`src/rtl/rename_regfile_if.sv`:
```
// rename_regfile_if: bundle between the decoder / ROB commit stage and the
// rename register file.
//   master : decoder + ROB side (drives flush, commit_*, rename_*, rd_name;
//            receives rd_data, rd_tag, rd_busy)
//   slave  : register file side
// Read port p occupies slice [p*W +: W] of each packed read vector.
interface rename_regfile_if #(
  parameter int DATA_W = 32,
  parameter int REG_AW = 5,
  parameter int TAG_W  = 4,
  parameter int NREAD  = 2
);
  logic                    flush;
  logic                    commit_en;
  logic [REG_AW-1:0]       commit_reg;
  logic [DATA_W-1:0]       commit_data;
  logic [TAG_W-1:0]        commit_tag;
  logic                    rename_en;
  logic [REG_AW-1:0]       rename_reg;
  logic [TAG_W-1:0]        rename_tag;
  logic [NREAD*REG_AW-1:0] rd_name;
  logic [NREAD*DATA_W-1:0] rd_data;
  logic [NREAD*TAG_W-1:0]  rd_tag;
  logic [NREAD-1:0]        rd_busy;

  modport master (
    output flush, commit_en, commit_reg, commit_data, commit_tag,
    output rename_en, rename_reg, rename_tag, rd_name,
    input  rd_data, rd_tag, rd_busy
  );

  modport slave (
    input  flush, commit_en, commit_reg, commit_data, commit_tag,
    input  rename_en, rename_reg, rename_tag, rd_name,
    output rd_data, rd_tag, rd_busy
  );
endinterface

```
`src/rtl/rename_regfile.sv`:
```
// rename_regfile: architectural register file with a per-register rename tag
// table. Decoder looks up source operands (data + producer tag + busy) and
// renames destinations; the ROB commit stage writes architectural values.
//   clk  : clock, all state updates on rising edge
//   rst  : synchronous active-high reset (data 0, tags TAG_FREE)
//   bus  : rename_regfile_if.slave (flush, commit_*, rename_*, read ports)
// Register 0 is hard-wired: reads return 0/free, writes and renames dropped.
// Optional feature macro REGFILE_BYPASS_EN: a same-cycle commit is forwarded
// onto matching read ports; without it reads see registered state only.
module rename_regfile #(
  parameter int                DATA_W   = 32,
  parameter int                REG_AW   = 5,
  parameter int                TAG_W    = 4,
  parameter logic [TAG_W-1:0]  TAG_FREE = '0,
  parameter int                NREAD    = 2
) (
  input  logic             clk,
  input  logic             rst,
  rename_regfile_if.slave  bus
);
  localparam int REG_CNT = 2 ** REG_AW;

  logic [DATA_W-1:0] data_q [REG_CNT];
  logic [TAG_W-1:0]  tag_q  [REG_CNT];

  logic [NREAD*DATA_W-1:0] rd_data_c;
  logic [NREAD*TAG_W-1:0]  rd_tag_c;
  logic [NREAD-1:0]        rd_busy_c;
  logic [REG_AW-1:0]       idx_c [NREAD];
  logic [DATA_W-1:0]       dat_c [NREAD];
  logic [TAG_W-1:0]        tg_c  [NREAD];

  // Later assignments in this block take priority: a flush overrides the
  // commit tag release, and a rename overrides it for the same register.
  always_ff @(posedge clk) begin
    if (rst) begin
      for (int i = 0; i < REG_CNT; i++) begin
        data_q[i] <= '0;
        tag_q[i]  <= TAG_FREE;
      end
    end else begin
      if (bus.commit_en && (bus.commit_reg != '0)) begin
        data_q[bus.commit_reg] <= bus.commit_data;
        // Only the producer that still owns the register releases it.
        if (tag_q[bus.commit_reg] == bus.commit_tag)
          tag_q[bus.commit_reg] <= TAG_FREE;
      end
      if (bus.flush) begin
        for (int i = 0; i < REG_CNT; i++)
          tag_q[i] <= TAG_FREE;
      end else if (bus.rename_en && (bus.rename_reg != '0)) begin
        tag_q[bus.rename_reg] <= bus.rename_tag;
      end
    end
  end

  always_comb begin
    rd_data_c = '0;
    rd_tag_c  = '0;
    rd_busy_c = '0;
    for (int p = 0; p < NREAD; p++) begin
      idx_c[p] = bus.rd_name[p*REG_AW +: REG_AW];
      dat_c[p] = data_q[idx_c[p]];
      tg_c[p]  = tag_q[idx_c[p]];
`ifdef REGFILE_BYPASS_EN
      // Forward the committing value; the tag only frees if this commit
      // is the current owner, otherwise the younger producer stays visible.
      if (bus.commit_en && (bus.commit_reg == idx_c[p])) begin
        dat_c[p] = bus.commit_data;
        if (tag_q[idx_c[p]] == bus.commit_tag)
          tg_c[p] = TAG_FREE;
      end
`endif
      if (rst || (idx_c[p] == '0)) begin
        dat_c[p] = '0;
        tg_c[p]  = TAG_FREE;
      end
      rd_data_c[p*DATA_W +: DATA_W] = dat_c[p];
      rd_tag_c[p*TAG_W +: TAG_W]    = tg_c[p];
      rd_busy_c[p]                  = (tg_c[p] != TAG_FREE);
    end
  end

  assign bus.rd_data = rd_data_c;
  assign bus.rd_tag  = rd_tag_c;
  assign bus.rd_busy = rd_busy_c;
endmodule

```
`src/flat_wrapper.sv`:
```
// flat-port wrapper written by rule: the top's interface ports become plain ports
module rename_regfile_flat 
#(
  parameter int                DATA_W   = 32,
  parameter int                REG_AW   = 5,
  parameter int                TAG_W    = 4,
  parameter logic [TAG_W-1:0]  TAG_FREE = '0,
  parameter int                NREAD    = 2
)
  (clk, rst, bus_flush, bus_commit_en, bus_commit_reg, bus_commit_data, bus_commit_tag, bus_rename_en, bus_rename_reg, bus_rename_tag, bus_rd_name, bus_rd_data, bus_rd_tag, bus_rd_busy);
  rename_regfile_if #(.DATA_W(DATA_W), .REG_AW(REG_AW), .TAG_W(TAG_W), .NREAD(NREAD)) bus_i ();
  input  logic clk;
  input  logic rst;
  input wire logic [$bits(bus_i.flush)-1:0] bus_flush;
  input wire logic [$bits(bus_i.commit_en)-1:0] bus_commit_en;
  input wire logic [$bits(bus_i.commit_reg)-1:0] bus_commit_reg;
  input wire logic [$bits(bus_i.commit_data)-1:0] bus_commit_data;
  input wire logic [$bits(bus_i.commit_tag)-1:0] bus_commit_tag;
  input wire logic [$bits(bus_i.rename_en)-1:0] bus_rename_en;
  input wire logic [$bits(bus_i.rename_reg)-1:0] bus_rename_reg;
  input wire logic [$bits(bus_i.rename_tag)-1:0] bus_rename_tag;
  input wire logic [$bits(bus_i.rd_name)-1:0] bus_rd_name;
  output wire logic [$bits(bus_i.rd_data)-1:0] bus_rd_data;
  output wire logic [$bits(bus_i.rd_tag)-1:0] bus_rd_tag;
  output wire logic [$bits(bus_i.rd_busy)-1:0] bus_rd_busy;
  assign bus_i.flush = bus_flush;
  assign bus_i.commit_en = bus_commit_en;
  assign bus_i.commit_reg = bus_commit_reg;
  assign bus_i.commit_data = bus_commit_data;
  assign bus_i.commit_tag = bus_commit_tag;
  assign bus_i.rename_en = bus_rename_en;
  assign bus_i.rename_reg = bus_rename_reg;
  assign bus_i.rename_tag = bus_rename_tag;
  assign bus_i.rd_name = bus_rd_name;
  assign bus_rd_data = bus_i.rd_data;
  assign bus_rd_tag = bus_i.rd_tag;
  assign bus_rd_busy = bus_i.rd_busy;
  rename_regfile #(.DATA_W(DATA_W), .REG_AW(REG_AW), .TAG_W(TAG_W), .TAG_FREE(TAG_FREE), .NREAD(NREAD)) u_core (.clk(clk), .rst(rst), .bus(bus_i));
endmodule
```
`config.mk`:
```
export PLATFORM = sky130hd
export DESIGN_NAME = rename_regfile_flat
export DESIGN_NICKNAME = d
export VERILOG_FILES = /design/src/rtl/rename_regfile_if.sv /design/src/rtl/rename_regfile.sv /design/src/flat_wrapper.sv
export SDC_FILE = /design/constraint.sdc
export NUM_CORES = 2
export LEC_CHECK = 0
export CORE_MARGIN = 2
export CORE_UTILIZATION = 40
export DETAILED_ROUTE_END_ITERATION = 16
export GPL_ROUTABILITY_DRIVEN = 0
export PLACE_DENSITY = 0.58
export SYNTH_ARGS = -nofsm -noshare
export SYNTH_HDL_FRONTEND = slang
export SYNTH_SLANG_ARGS = --single-unit
```
`constraint.sdc`:
```
create_clock -name clk -period 3 [get_ports clk]
set_input_delay 0.3 -clock clk [delete_from_list [all_inputs] [get_ports clk]]
set_output_delay 0.3 -clock clk [all_outputs]
set_load 0.1 [all_outputs]
```
**Yosys cells after proc, flatten, opt, wreduce, memory -nomap -nowiden**

Memories as Yosys holds them, arrays and structs flattened.
Cells that the tools add are included.

- Output and inout bits: 74
- Register bits after elaboration: 0
- Input port bits: 65
- Memories kept: 2
- Memory bits (writable): 1,152
- Logic and storage cells: 233

- Bitwise operators: 125
- Multiplexer cells: 61
- Reductions and logical operators: 13
- Eq/ne operators: 32

Memory list:

| memory | depth | width | rd ports | clocked after Yosys merged registers in | write ports | line | RTL |
|---|---|---|---|---|---|---|---|
| u_core.data_q | 32 | 32 | 2 | 0 | 32 | rename_regfile.sv:23 | `logic [DATA_W-1:0] data_q [REG_CNT];` |
| u_core.tag_q | 32 | 4 | 3 | 0 | 32 | rename_regfile.sv:24 | `logic [TAG_W-1:0] tag_q [REG_CNT];` |

Operators by type and width:

| kind | number |
|---|---|
| $eq 5x5->1 const B | 31 |
| $mux 4 | 36 |
| $mux 32 | 3 |
| $and 1x1->1 | 62 |
| $or 1x1->1 | 32 |
| $reduce_or 32->1 | 1 |
| $not 1->1 | 31 |
| $mux 1 | 19 |
| $mux 5 | 3 |
| $logic_not 5->1 | 2 |
| $reduce_bool 5->1 | 2 |
| $reduce_bool 4->1 | 2 |
| $reduce_or 4->1 | 2 |
| $eq 4x4->1 | 1 |
| $logic_and 1x1->1 | 2 |
| $logic_or 1x1->1 | 2 |

**Depth between registers and ports, before layout**

An unclocked memory read counts as a cell.

- Depth after elaboration: 39
- Gate-level depth with buffers: 13

**Least setup slack after synthesis**

OpenSTA, ideal clock, no wires.

- Path kind: input to output
- Start: input port bus_rd_name[1]
- End: output port bus_rd_busy[0]
- Arrival: 3.654 ns
- Slack: -0.954 ns
- Stages on the path: 7
- Cells stage by stage: clkbuf_1 clkbuf_1 mux4_2 mux4_2 mux2i_1 nor2_1 or4_1

- Cells in the longest elaborated chain, start to end: 4

Ends and longest elaborated chain:

| item | line | RTL |
|---|---|---|
| start, declared | flat_wrapper.sv:22 | `input wire logic [$bits(bus_i.rd_name)-1:0] bus_rd_name;` |
| parallel branches: the longest is 2 deep, another holds $mem_v2 32x4 | - |  |
| $mux 4 (*) | rename_regfile.sv:74 | `if (rst \|\| (idx_c[p] == '0)) begin` |
| net bus_rd_tag[2] | flat_wrapper.sv:24 | `output wire logic [$bits(bus_i.rd_tag)-1:0] bus_rd_tag;` |
| $reduce_bool 4->1 (*) | rename_regfile.sv:80 | `rd_busy_c[p] = (tg_c[p] != TAG_FREE);` |
| end, declared | flat_wrapper.sv:25 | `output wire logic [$bits(bus_i.rd_busy)-1:0] bus_rd_busy;` |

Mark *: on every way through the listed nets, which the timed path passes.

==> flow_summary.yaml <==
run_status:
  status: "finished, violations left"
  violations: "negative setup slack"
synthesis:
  synthAdderAreaFrac_pct: 0
  ys_warn_count: 0
  synthCells: 4407
  ys_seq_elements: 1152
  synth_top_family_by_area: "multiplexers"
  yosys.area_share.simple_pct: 13.6
  async_flop_share_pct: 0
  synth_cell_type_count: 54
  synth-compound-area-share_pct: 4.50
  synth_edf_count: 1152
  synth-main-ff-cell: "edfxtp_1"
  synth.area.mux_share_pct: 24.3
  yosysSeqAreaShare_pct: 54.6
  synth-xor-area-share_pct: 0.0434
  syn_area_mm2: 0.0634
  avgSynthCellArea_um2: 14.4
pwr:
  power.density_mw_per_mm2: 544
  max-vdd-ir-drop_mv: 0.502
  switching_power_mw: 11.4
  combPwrFrac_pct: 17.1
  swShare_pct: 27.0
  p_clk_share_pct: 37.5
  p_leak_nw: 27.5
  internal_power_mw: 30.7
  sequentialPowerShare_pct: 45.4
critical_path:
  arrival_ns: 3.40
  critPathBufInv: 2
  cp_common_cell: "mux4_2"
  worstReg2RegEnd: "u_core.tag_q[26][2]"
  rr_startpoint: "u_core.tag_q[29][0]"
  critPathMaxFanout: 3
  cp.depth: 7
  cp.required_ns: 2.70
  crit_type: "reg2out"
  crit_start: "u_core.tag_q[29][3]"
  critPathCapture: "bus_rd_busy[0]"
  rr_worst_depth: 11
  critPathCaptureType: "output port"
  reg2reg_slack_ns: -0.07
  path_delay_family: "multiplexers"
  cp_slowest_cell: "mux4_2"
  slowest_delay_ns: 0.55
  start_kind: "flip-flop"
  path_cells: "mux4_2, mux4_2, mux2i_2, buf_4, nor2_4, or4_4, buf_12"
cts:
  clk_path_buf_depth: 3
  cts_tree: "yes"
  hold_buffers: 0
  cts_root_buf: "clkbuf_16"
  clock_latency_ns: 0.78
  cts_num_sinks: 1152
  numCtsBuffers: 133
  clk_pin_slew_ns: 0.06
  htreeDepth: 4
layout:
  final_util_pct: 49.0
  layout-drive-gt1-share_pct: 33.0
  syn2layout_area_growth_pct: 22.0
  layout.nets: 4802
  fill_cells: 13300
sta:
  relSlewSlack_pct: 15.7
  fin_worst_skew_ns: 0.0143
  final.setup.worst_slack_ns: -0.698
  setup_viol: 103
  fin_tns_setup_ns: -6.56
  max_freq_mhz: 270
  finalCritPeriodShare_pct: 123
  timing_hold_violations_final: 0
  fin_crit_ns: 3.70
  hold_slack_ns: 0.121
  rsz0062_at_grt: "true"
  slew_violations: 0
  worst_pin_slew_ns: 1.26
routing:
  avgViaCountPerCell: 6.23
  avgRoutedWirePerCell_um: 33.6
  vias: 43100
  detail-route-antenna-nets: 0
  drcViolationCount: 0
  drtPass1Iterations: 7
  totalWireLength_um: 232000
  drtIter0Drc: 6351
floorplan:
  die_w_um: 402
  start_util_pct: 40.2
  dieHeight_um: 402
  dieArea_mm2: 0.162
  core_mm2: 0.158
  row_count: 146
  io_pins: 139
job:
  drv_cap: 0
global_route:
  overflow: 0
  grt_max_degree: 70
  grt_pass1_vias: 42600
  grt.total_usage_pct: 28.5
  grt_pass1_wl_um: 325000
  antenna_found_initial: 22
place:
  portBuffers: 138
  dp_hpwl_um: 148000
hold_path:
  hp-class: "in2reg"
[synthesized netlist by cell type, types with 3 or more instances]
cell type	number	share of area, %
or4_1	4	0.047
nand3b_1	6	0.071
nand3_1	3	0.024
and2_1	1063	10
a21oi_1	190	1.5
edfxtp_1	1152	55
buf_6	5	0.089
mux4_1	3	0.12
o31ai_1	6	0.071
nand2b_1	4	0.039
nand2_1	27	0.16
mux2_2	77	1.4
inv_1	4	0.024
o221ai_1	73	1.0
o21ai_1	3	0.024
mux2i_1	271	4.3
nor3_1	40	0.32
o211ai_1	4	0.047
clkbuf_1	360	2.1
o21ai_0	75	0.59
nor3b_1	8	0.095
and3_1	64	0.63
nor2b_1	9	0.089
a22o_1	6	0.083
or2_2	34	0.34
buf_1	39	0.23
nor2_1	175	1.0
o22ai_1	78	0.77
o21ai_2	17	0.23
a22oi_1	3	0.036
mux4_2	521	19
buf_2	54	0.43
[power by group through the flow]
stage | clock network [mW] | registers (mW) | logic [mW]
6_report | 15.8 | 19.1 | 7.19
5_1_grt | 16.5 | 19.2 | 7.42
4_1_cts | 15.9 | 19.1 | 7.03
3_5_place_dp | 0 | 19.4 | 6.89
3_3_place_gp | 0 | 19.4 | 6.87
2_1_floorplan | 0 | 19.2 | 4.08
[timing repair]
item,in CTS,in global routing
gates cloned,2,1
buffers inserted,22,24
pin swaps,24,45
gates resized for setup,82,102
endpoints found under the setup margin,85,185
[per-stage QoR]
step	instance area [um2]	setup WS, ns	cells	power [mW]
floorplan	64000	-0.224	4442	23.3
global placement	71900	-0.486	6640	26.2
detailed placement	71900	-0.539	6640	26.3
CTS	76700	-0.730	6888	42.0
global route	77300	-0.759	6906	43.1
finish	77300	-0.698	6914	42.0
[final cells by class]
| cell class | instances | area, um2 | area share [%] |
|---|---|---|---|
| Antenna cell | 9 | 22.5 | 0.0291 |
| Clock buffer | 168 | 3570 | 4.61 |
| Clock inverter | 63 | 558 | 0.722 |
| Inverter | 4 | 15.0 | 0.0194 |
| Multi-Input combinational cell | 2826 | 28400 | 36.7 |
| Sequential cell | 1152 | 34600 | 44.8 |
| Tap cell | 2072 | 2590 | 3.35 |
| Timing Repair Buffer | 620 | 7560 | 9.79 |
[layout by cell type (no fill, tap or decap), types with 63 or more instances in the layout]
cell and instances:
edfxtp_1 1152, and2_1 1063, mux4_2 523, buf_4 335
mux2i_1 259, buf_12 202, a21oi_1 162, clkbuf_16 139
nor2_1 74, mux2_2 74, o22ai_1 72, nor2_4 69
o221ai_1 69, and3_1 63
[registers in the layout, indices dropped and copies added, names as in the netlist]
signal	flops
u_core.data_q	1024
u_core.tag_q	128
[per-layer routing]
layer  wire length [um]  part of all wire (%)  GRT usage, %
met2             108000                    46          45.0
met5                 13                0.0056             0
met3              23900                    10          5.27
met1              91000                    39          39.3
met4               9720                   4.2          10.6
[how the worst min path moves through the flow]
| stage | depth (start not counted) | slack, ns | startpoint | end |
|---|---|---|---|---|
| CTS | 2 | 0.07 | rst | u_core.data_q[0][5] |
| global placement | 2 | 0.90 | rst | u_core.data_q[0][2] |
| floorplan | 1 | 0.50 | bus_commit_data[0] | u_core.data_q[17][0] |
| global route | 2 | 0.1 | rst | u_core.data_q[0][5] |
| detailed placement | 2 | 0.90 | rst | u_core.data_q[0][2] |
| finish | 2 | 0.12 | rst | u_core.data_q[0][2] |
[worst reg2reg max path: stages (launching register included)]
cell      delay (ns)
edfxtp_1        0.41
buf_4           0.16
mux4_2          0.46
a22o_1          0.24
or4_4           0.43
nand3_2         0.09
and4b_2         0.29
nand4_4         0.14
buf_12          0.18
buf_16          0.15
o21ai_2         0.13
buf_6           0.12
[cells by family (layout without fill, tap and decap cells)]
family	after synthesis	after routing
other cells	1	45
compound gates	465	465
xor+xnor	1	1
flops	1152	1152
simple gates	1452	1452
mux	872	872
buf+inv	464	855
(Power assumes the default switching activity.)
